==> src/rtl/register_file_mp_pkg.sv <==
// Shared constants and clear-engine state encodings for register_file_mp.
package register_file_mp_pkg;

  localparam int DEF_DATA_WIDTH = 32'd32;
  localparam int DEF_ADDR_WIDTH = 32'd5;
  localparam int DEF_DEPTH      = 32'd1 << DEF_ADDR_WIDTH;

  localparam logic [0:0] ST_IDLE     = 1'b0;
  localparam logic [0:0] ST_CLEARING = 1'b1;

endpackage

==> src/rtl/reg_file_read_port.sv <==
// One registered read port of register_file_mp: address mux, write-first bypass
// compare and output register that holds when no read is accepted.
module reg_file_read_port
  import register_file_mp_pkg::*;
#(
  parameter int DATA_WIDTH = DEF_DATA_WIDTH,
  parameter int ADDR_WIDTH = DEF_ADDR_WIDTH
) (
  input  logic                                           clk,
  input  logic                                           rst_n,
  input  logic                                           rd_en,
  input  logic                                           byp_en,
  input  logic [ADDR_WIDTH-1:0]                          addr_rd,
  input  logic [ADDR_WIDTH-1:0]                          addr_wr,
  input  logic [DATA_WIDTH-1:0]                          data_wr,
  input  logic [(32'd1 << ADDR_WIDTH)-1:0][DATA_WIDTH-1:0] regs,
  output logic [DATA_WIDTH-1:0]                          data_rd
);

  logic [DATA_WIDTH-1:0] next_data_s;
  logic [DATA_WIDTH-1:0] data_rd_r;

  // Forward the in-flight write when it targets this port's address.
  always_comb begin
    next_data_s = regs[addr_rd];
    if (byp_en && (addr_rd == addr_wr)) begin
      next_data_s = data_wr;
    end else begin
      next_data_s = regs[addr_rd];
    end
  end

  // Output register, updated only on an accepted read.
  always_ff @(posedge clk or negedge rst_n) begin
    if (!rst_n) begin
      data_rd_r <= {DATA_WIDTH{1'b0}};
    end else if (rd_en) begin
      data_rd_r <= next_data_s;
    end else begin
      data_rd_r <= data_rd_r;
    end
  end

  assign data_rd = data_rd_r;

endmodule

==> src/rtl/register_file_mp.sv <==
// Parametrised multi-read-port register file with registered reads, write-first
// bypass and a sequential bulk-clear engine. Optional: REG_FILE_ZERO_REG_EN
// hardwires register 0 to zero.
module register_file_mp
  import register_file_mp_pkg::*;
#(
  parameter int DATA_WIDTH = DEF_DATA_WIDTH,
  parameter int ADDR_WIDTH = DEF_ADDR_WIDTH,
  parameter int NUM_RD     = 32'd2
) (
  input  logic                         CLK,
  input  logic                         RST,
  input  logic                         READ,
  input  logic                         WRITE,
  input  logic [ADDR_WIDTH-1:0]        ADDR_W,
  input  logic [DATA_WIDTH-1:0]        DATA_W,
  input  logic [NUM_RD*ADDR_WIDTH-1:0] ADDR_R,
  output logic [NUM_RD*DATA_WIDTH-1:0] DATA_R,
  output logic                         R_VALID,
  input  logic                         CLR,
  output logic                         BUSY
);

  localparam int DEPTH = 32'd1 << ADDR_WIDTH;
`ifdef REG_FILE_ZERO_REG_EN
  localparam logic ZERO_REG = 1'b1;
`else
  localparam logic ZERO_REG = 1'b0;
`endif
  localparam logic [ADDR_WIDTH-1:0] ADDR_ZERO = {ADDR_WIDTH{1'b0}};
  localparam logic [ADDR_WIDTH-1:0] ADDR_LAST = {ADDR_WIDTH{1'b1}};
  localparam logic [ADDR_WIDTH-1:0] ADDR_ONE  = ADDR_WIDTH'(1'b1);

  logic [0:0]                            state_r;
  logic [ADDR_WIDTH-1:0]                 clr_cnt_r;
  logic [DEPTH-1:0][DATA_WIDTH-1:0]      mem_r;
  logic                                  r_valid_r;
  logic                                  idle_s;
  logic                                  rd_acc_s;
  logic                                  wr_acc_s;

  // Host traffic is accepted only while idle; writes to a hardwired zero register are dropped.
  always_comb begin
    idle_s   = (state_r == ST_IDLE);
    rd_acc_s = idle_s & READ;
    if (ZERO_REG && (ADDR_W == ADDR_ZERO)) begin
      wr_acc_s = 1'b0;
    end else begin
      wr_acc_s = idle_s & WRITE;
    end
  end

  // Clear engine: walk every address once, then fall back to idle.
  always_ff @(posedge CLK or negedge RST) begin
    if (!RST) begin
      state_r   <= ST_IDLE;
      clr_cnt_r <= ADDR_ZERO;
    end else begin
      case (state_r)
        ST_IDLE: begin
          clr_cnt_r <= ADDR_ZERO;
          if (CLR) begin
            state_r <= ST_CLEARING;
          end else begin
            state_r <= ST_IDLE;
          end
        end
        ST_CLEARING: begin
          clr_cnt_r <= clr_cnt_r + ADDR_ONE;
          if (clr_cnt_r == ADDR_LAST) begin
            state_r <= ST_IDLE;
          end else begin
            state_r <= ST_CLEARING;
          end
        end
        default: begin
          state_r   <= ST_IDLE;
          clr_cnt_r <= ADDR_ZERO;
        end
      endcase
    end
  end

  // Storage: clear engine owns the write path while active.
  always_ff @(posedge CLK or negedge RST) begin
    if (!RST) begin
      mem_r <= {(DEPTH*DATA_WIDTH){1'b0}};
    end else if (state_r == ST_CLEARING) begin
      mem_r[clr_cnt_r] <= {DATA_WIDTH{1'b0}};
    end else if (wr_acc_s) begin
      mem_r[ADDR_W] <= DATA_W;
    end else begin
      mem_r <= mem_r;
    end
  end

  // Read-valid flag follows an accepted read by one cycle.
  always_ff @(posedge CLK or negedge RST) begin
    if (!RST) begin
      r_valid_r <= 1'b0;
    end else begin
      r_valid_r <= rd_acc_s;
    end
  end

  for (genvar k = 0; k < NUM_RD; k++) begin : g_rd
    reg_file_read_port #(
      .DATA_WIDTH (DATA_WIDTH),
      .ADDR_WIDTH (ADDR_WIDTH)
    ) u_port (
      .clk     (CLK),
      .rst_n   (RST),
      .rd_en   (rd_acc_s),
      .byp_en  (wr_acc_s),
      .addr_rd (ADDR_R[k*ADDR_WIDTH +: ADDR_WIDTH]),
      .addr_wr (ADDR_W),
      .data_wr (DATA_W),
      .regs    (mem_r),
      .data_rd (DATA_R[k*DATA_WIDTH +: DATA_WIDTH])
    );
  end

  assign R_VALID = r_valid_r;
  assign BUSY    = (state_r == ST_CLEARING);

endmodule

==> config.mk <==
export PLATFORM = sky130hd
export DESIGN_NAME = register_file_mp
export DESIGN_NICKNAME = d
export VERILOG_FILES = /design/src/rtl/register_file_mp_pkg.sv /design/src/rtl/reg_file_read_port.sv /design/src/rtl/register_file_mp.sv
export SDC_FILE = /design/constraint.sdc
export NUM_CORES = 2
export LEC_CHECK = 0
export ABC_AREA = 1
export BUFFER_PORTS_ARGS = -buffer_cell sky130_fd_sc_hd__buf_4
export CELL_PAD_IN_SITES_DETAIL_PLACEMENT = 1
export CELL_PAD_IN_SITES_GLOBAL_PLACEMENT = 2
export CORE_MARGIN = 2
export CORE_UTILIZATION = 24
export CTS_BUF_LIST = sky130_fd_sc_hd__clkbuf_8
export DETAILED_ROUTE_END_ITERATION = 12
export PLACE_DENSITY = 0.53
export RECOVER_POWER = 25
export SLEW_MARGIN = 20
export SYNTH_ARGS = -nofsm -noshare
export SYNTH_HDL_FRONTEND = slang
export SYNTH_SLANG_ARGS = --single-unit
==> constraint.sdc <==
create_clock -name CLK -period 2.1 [get_ports CLK]
set_input_delay 0.315 -clock CLK [delete_from_list [all_inputs] [get_ports CLK]]
set_output_delay 0.315 -clock CLK [all_outputs]
set_load 0.05 [all_outputs]
# --- After elaboration in Yosys (flattened, before gate mapping) ---
# Cells that the tools add are included.
classes:
  reduce_logical: 5
  add_sub_neg: 1
  eq_ne: 3
  n_lt_le_gt_ge: 6
  bitwise: 5
  muxes: 17
op_table:
  columns: ["op", "n"]
  rows:
  - ["2-to-1 mux 1024 bit", 2]
  - ["bitwise AND 1024 bit", 1]
  - ["bitwise mux 1024 bit", 1]
  - ["NOT 1024 bit", 1]
  - ["binary-select mux 32 bit (select 5 bit)", 2]
  - ["demux 32 bit (select 5 bit)", 2]
  - ["2-to-1 mux 32 bit", 6]
  - ["< comparator 5 x 6 -> 1 bit (second input constant)", 4]
  - ["equality test 5 bit", 2]
  - ["greater-or-equal comparator 5 x 1 -> 1 bit (second input constant)", 2]
  - ["case mux 5 bit (2 select lines)", 1]
  - ["adder 5 x 1 -> 5 bit (second input constant)", 1]
  - ["equality test 5 bit (second input constant)", 1]
  - ["logical AND 1 bit", 4]
  - ["bitwise AND 1 bit", 2]
  - ["2-to-1 mux 1 bit", 2]
  - ["case mux 1 bit (2 select lines)", 1]
  - ["nonzero test 2 bit", 1]
  - ["NOT 1 bit", 1]
word_totals:
  reg_bits: 1095

# --- Depth between registers and ports, before layout ---
depth:
  word_depth: 7
  mapped_depth: 13

# --- Hierarchy ---
# From an unflattened synthesis, not the netlist that was laid out.
hier_totals:
  cells_unflattened: 10238
  hier_area_um2: 67339.6
by_module_without_submodules:
  columns: ["mod", "cells_per_inst", "seq_area_each_um2", "instances", "area_each_um2"]
  rows:
  - ["register_file_mp", 4736, 25799.7, 1, 42370.6]
  - ["reg_file_read_port", 2751, 800.8, 2, 12484.5]

# --- Least setup slack after synthesis ---
# Ideal clock, no wire load.
synth_path:
  kind: "reg-to-reg"
  start: "register state_r, in the netlist BUSY"
  end: "register mem_r[283] (netlist bit)"
  path_buffers: 2
  arrival_time_ns: 1.973
  synth_period_minus_slack_ns: 2.108
  setup_slack_ns: -0.008
  path_stages_with_launch: 9
  cell_sequence: "dfrtp_1 buf_2 inv_2 nand2_2 nor3_2 nand4_1 nand2_1 buf_4 o22ai_1"
synth_via:
  elab_chain_len: 3
synth_lines:
  columns: ["item", "line_no", "source"]
  rows:
  - ["from (decl)", "register_file_mp.sv:34", "logic [0:0] state_r;"]
  - ["from (signal assigned)", "register_file_mp.sv:56", "state_r <= ST_IDLE;"]
  - ["from (signal assigned)", "register_file_mp.sv:63", "state_r <= ST_CLEARING;"]
  - ["from (signal assigned)", "register_file_mp.sv:65", "state_r <= ST_IDLE;"]
  - ["NOT 1 bit", "register_file_mp.sv:44", "idle_s = (state_r == ST_IDLE);"]
  - ["bitwise AND 1 bit", "register_file_mp.sv:49", "wr_acc_s = idle_s & WRITE;"]
  - ["nonzero test 2 bit (no source line)", null, null]
  - ["to (signal assigned)", "register_file_mp.sv:87", "mem_r <= {(DEPTH*DATA_WIDTH){1'b0}};"]
  - ["to (signal, indexed assignment)", "register_file_mp.sv:89", "mem_r[clr_cnt_r] <= {DATA_WIDTH{1'b0}};"]
  - ["to (signal assigned)", "register_file_mp.sv:93", "mem_r <= mem_r;"]
  - ["to (decl)", "register_file_mp.sv:36", "logic [DEPTH-1:0][DATA_WIDTH-1:0] mem_r;"]
# Several ways; a longest one is shown, not always the timed one.
# A chain may end at the register's enable or synchronous reset.

# --- Final worst setup path ---
layout_path:
  start: "register g_rd[1].u_port.data_rd_r[30]"
  end: "output DATA_R[62]"
layout_lines:
  columns: ["item", "line_no", "source"]
  rows:
  - ["from (decl)", "reg_file_read_port.sv:21", "logic [DATA_WIDTH-1:0] data_rd_r;"]
  - ["from (signal assigned)", "reg_file_read_port.sv:36", "data_rd_r <= {DATA_WIDTH{1'b0}};"]
  - ["from (signal assigned)", "reg_file_read_port.sv:38", "data_rd_r <= next_data_s;"]
  - ["from (signal assigned)", "reg_file_read_port.sv:40", "data_rd_r <= data_rd_r;"]
  - ["to (decl)", "register_file_mp.sv:18", "output logic [NUM_RD*DATA_WIDTH-1:0] DATA_R,"]
# No word-level cell between the ends.

==> results.toml <==
[run_status]
outcome = "complete, but fails checks"
failed_checks = "max-capacitance violations, max-slew violations"

[layout]
nNetsFinal = 9142
drive_gt1_frac = 0.140
utilization = 0.307
layout_common_cells = "2850 x nand2_1, 2036 x nand3_1, 1078 x dfrtp_1, 625 x inv_1, 578 x buf_4"
final_cells = 12600
mostFrequentLayoutCell = "nand2_1"
synthToLayoutAreaGrowth_pct = 27.2
final_area_mm2 = 0.0780

[routing]
viasPerCell = 5.25
wl_per_cell_um = 29.0
drt_iter0_drc = 5324
ant_nets = 0
drc_errors = 0
vias = 66400
wl_mm = 367
first_pass_iters = 5

[cts]
clock-sinks = 1095
cts_buffers = 224
cts_root_buffer = "clkbuf_8"
cts_tree = "done"
worstSkewPairLatency_ns = 1.03
clockBufferDepth = 3
cts_htree_levels = 4
path_clk_slew_ns = 0.06

[logic_synthesis]
synth_top_flop_cell = "dfrtp_1"
synthSimpleGateAreaFrac = 0.350
synthAdderAreaFrac = 0.00102
synth.area.mux_share = 0
synth_area_mm2 = 0.0613
synthCells = 8705
synth_cell_types = 28
synth_edf_count = 0
avgSynthCellArea_um2 = 7.05
yosysWarnings = 0
synth_compound_area_frac = 0.116
syn_nets = 8762
ys_ff_latch = 1095
async_reset_ff_frac = 1.00
synth_top_family_by_area = "simple AND/OR/NAND/NOR gates"
synth_seq_area_share = 0.447
synth-xor-area-share = 0

[die]
die_h_um = 510
die-width_um = 510
io_pins = 118
start_util = 0.241
placementRows = 185
die-area_mm2 = 0.260
core-area_mm2 = 0.254

[power]
worst_ir_drop_vdd_mv = 0.709
powerDensity_mw_per_mm2 = 811
p_leak_nw = 36.1
power_mw = 63.3

[setup_path]
path_buf_inv = 1
crit_family = "flip-flops"
path_cells = "buf_8"
arrival_ns = 1.75
crit_required_ns = 1.78
worstPathMaxFanout = 2
crit_path_top_delay_cell = "dfrtp_2"
start_kind = "flip-flop"
worstSetupPathType = "flip-flop to primary output"
end_kind = "primary output"
cpPeakStageDelay_ns = 0.54

[grt]
grtUsageTotal = 0.278
grt_pass1_wl_mm = 523
overflow = 0
grt_max_degree = 100
first_global_vias = 67400
antenna_found_initial = 16

[place]
place_ws_ns = -0.393
dp_hpwl_mm = 248
portBuffers = 117
gp_congestion = 0.876
place_area_mm2 = 0.0728
dp_cells = 12200

[sta]
fmax_ghz = 0.484
finalHoldViolCount = 0
holdWs_ns = 0.130
fin_crit_sh = 0.984
fin_setup_tns_ns = 0
finalCriticalPeriod_ns = 2.07
max_slew_margin = -0.0684
skew_ns = 0.0466
rsz0062_at_grt = "yes"
slew_viol_final = 189
setup_viol = 0
worst_slew_pin_slew_ns = 1.60
setup_slack_ns = 0.0345

[min_path]
min_path_type = "input port to flip-flop"

[job]
timing.max_cap.violations = 2
==> state kept, by name (all words and copies together), names as in the netlist <==
name / flops
clr_cnt_r: 5
g_rd.u_port.data_rd: 64
R_VALID: 1
BUSY: 1
mem_r: 1024
==> what timing repair did <==
| action | in CTS | in global routing |
|---|---|---|
| endpoints found under the setup margin | 50 | 62 |
| resized for setup | 52 | 5 |
| gates cloned | 0 | 0 |
| hold endpoints to repair | 2076 | 0 |
| pin swaps | 2 | 0 |
| hold buffers | 42 | 0 |
| buffers inserted | 6 | 4 |
==> layer usage <==
layer,GRT usage,routed length [um],vias to the layer above
li1,-,-,29800
met1,0.399,174000,34300
met2,0.432,164000,1759
met3,0.0314,16200,463
met4,0.0922,12400,2
met5,0,7,-
==> cell usage after synthesis (2+ instances only) <==
cell      number  share of area
clkbuf_1     551          0.034
nand3_1     2036           0.17
buf_1        109         0.0067
inv_2          9        0.00055
dfrtp_1     1095           0.45
buf_2        125          0.010
a21oi_1      109         0.0089
nor2_1        67         0.0041
o21ai_0      496          0.040
buf_6          5        0.00092
nand4_1        7        0.00071
ha_1           5         0.0010
nor3_1         6        0.00049
inv_1        557          0.034
o211ai_1     100          0.012
clkinv_1       4        0.00024
nor3_2         3        0.00049
nor3_4         3        0.00080
o22ai_1      506          0.052
nand2_2        7        0.00071
nand2_1     2872           0.18
nand4_4        2        0.00069
o21ai_1       26         0.0021
==> path summary, 6_finish.rpt <==
check	slack, ns	depth (start not counted)	endpoint	startpoint
max	0.03	1	DATA_R[62]	g_rd[1].u_port.data_rd[30]
min	0.13	6	mem_r[485]	WRITE
max reg2reg	0.07	9	mem_r[443]	BUSY
min reg2reg	0.49	2	g_rd[1].u_port.data_rd[2]	g_rd[1].u_port.data_rd[2]
max in group asynchronous	0.08	4	mem_r[82]	RST
min in group asynchronous	0.49	3	mem_r[300]	RST
==> area by class of cell <==
| cell class | count | area (um2) |
|---|---|---|
| flip-flops and latches | 1095 | 27400 |
| repair buffers | 946 | 10800 |
| fillers | 30700 | 176000 |
| inverters | 570 | 2180 |
| diodes | 4 | 10.0 |
| clock buffers | 294 | 4050 |
| well taps | 3366 | 4210 |
| multi-input cells | 6248 | 28700 |
| clock inverters | 115 | 627 |
==> power by group <==
group	leakage (nW)	internal, mW	total [mW]	switching [mW]
logic	18.4	4.82	15.5	10.7
registers	15.0	22.5	23.8	1.35
clock network	2.71	12.9	23.9	11.0
total	36.1	40.2	63.3	23.0
==> cell families (layout without fill, tap and decap cells) <==
family | after synthesis | after routing
flip-flops | 1095 | 1095
adder cells (fa/ha/maj) | 5 | 5
AO/OA/AOI/OAI | 1239 | 1239
other | 0 | 4
buffers and inverters | 1362 | 1925
AND/OR/NAND/NOR | 5004 | 5004
Note: power is estimated with default switching activity, not from simulation.
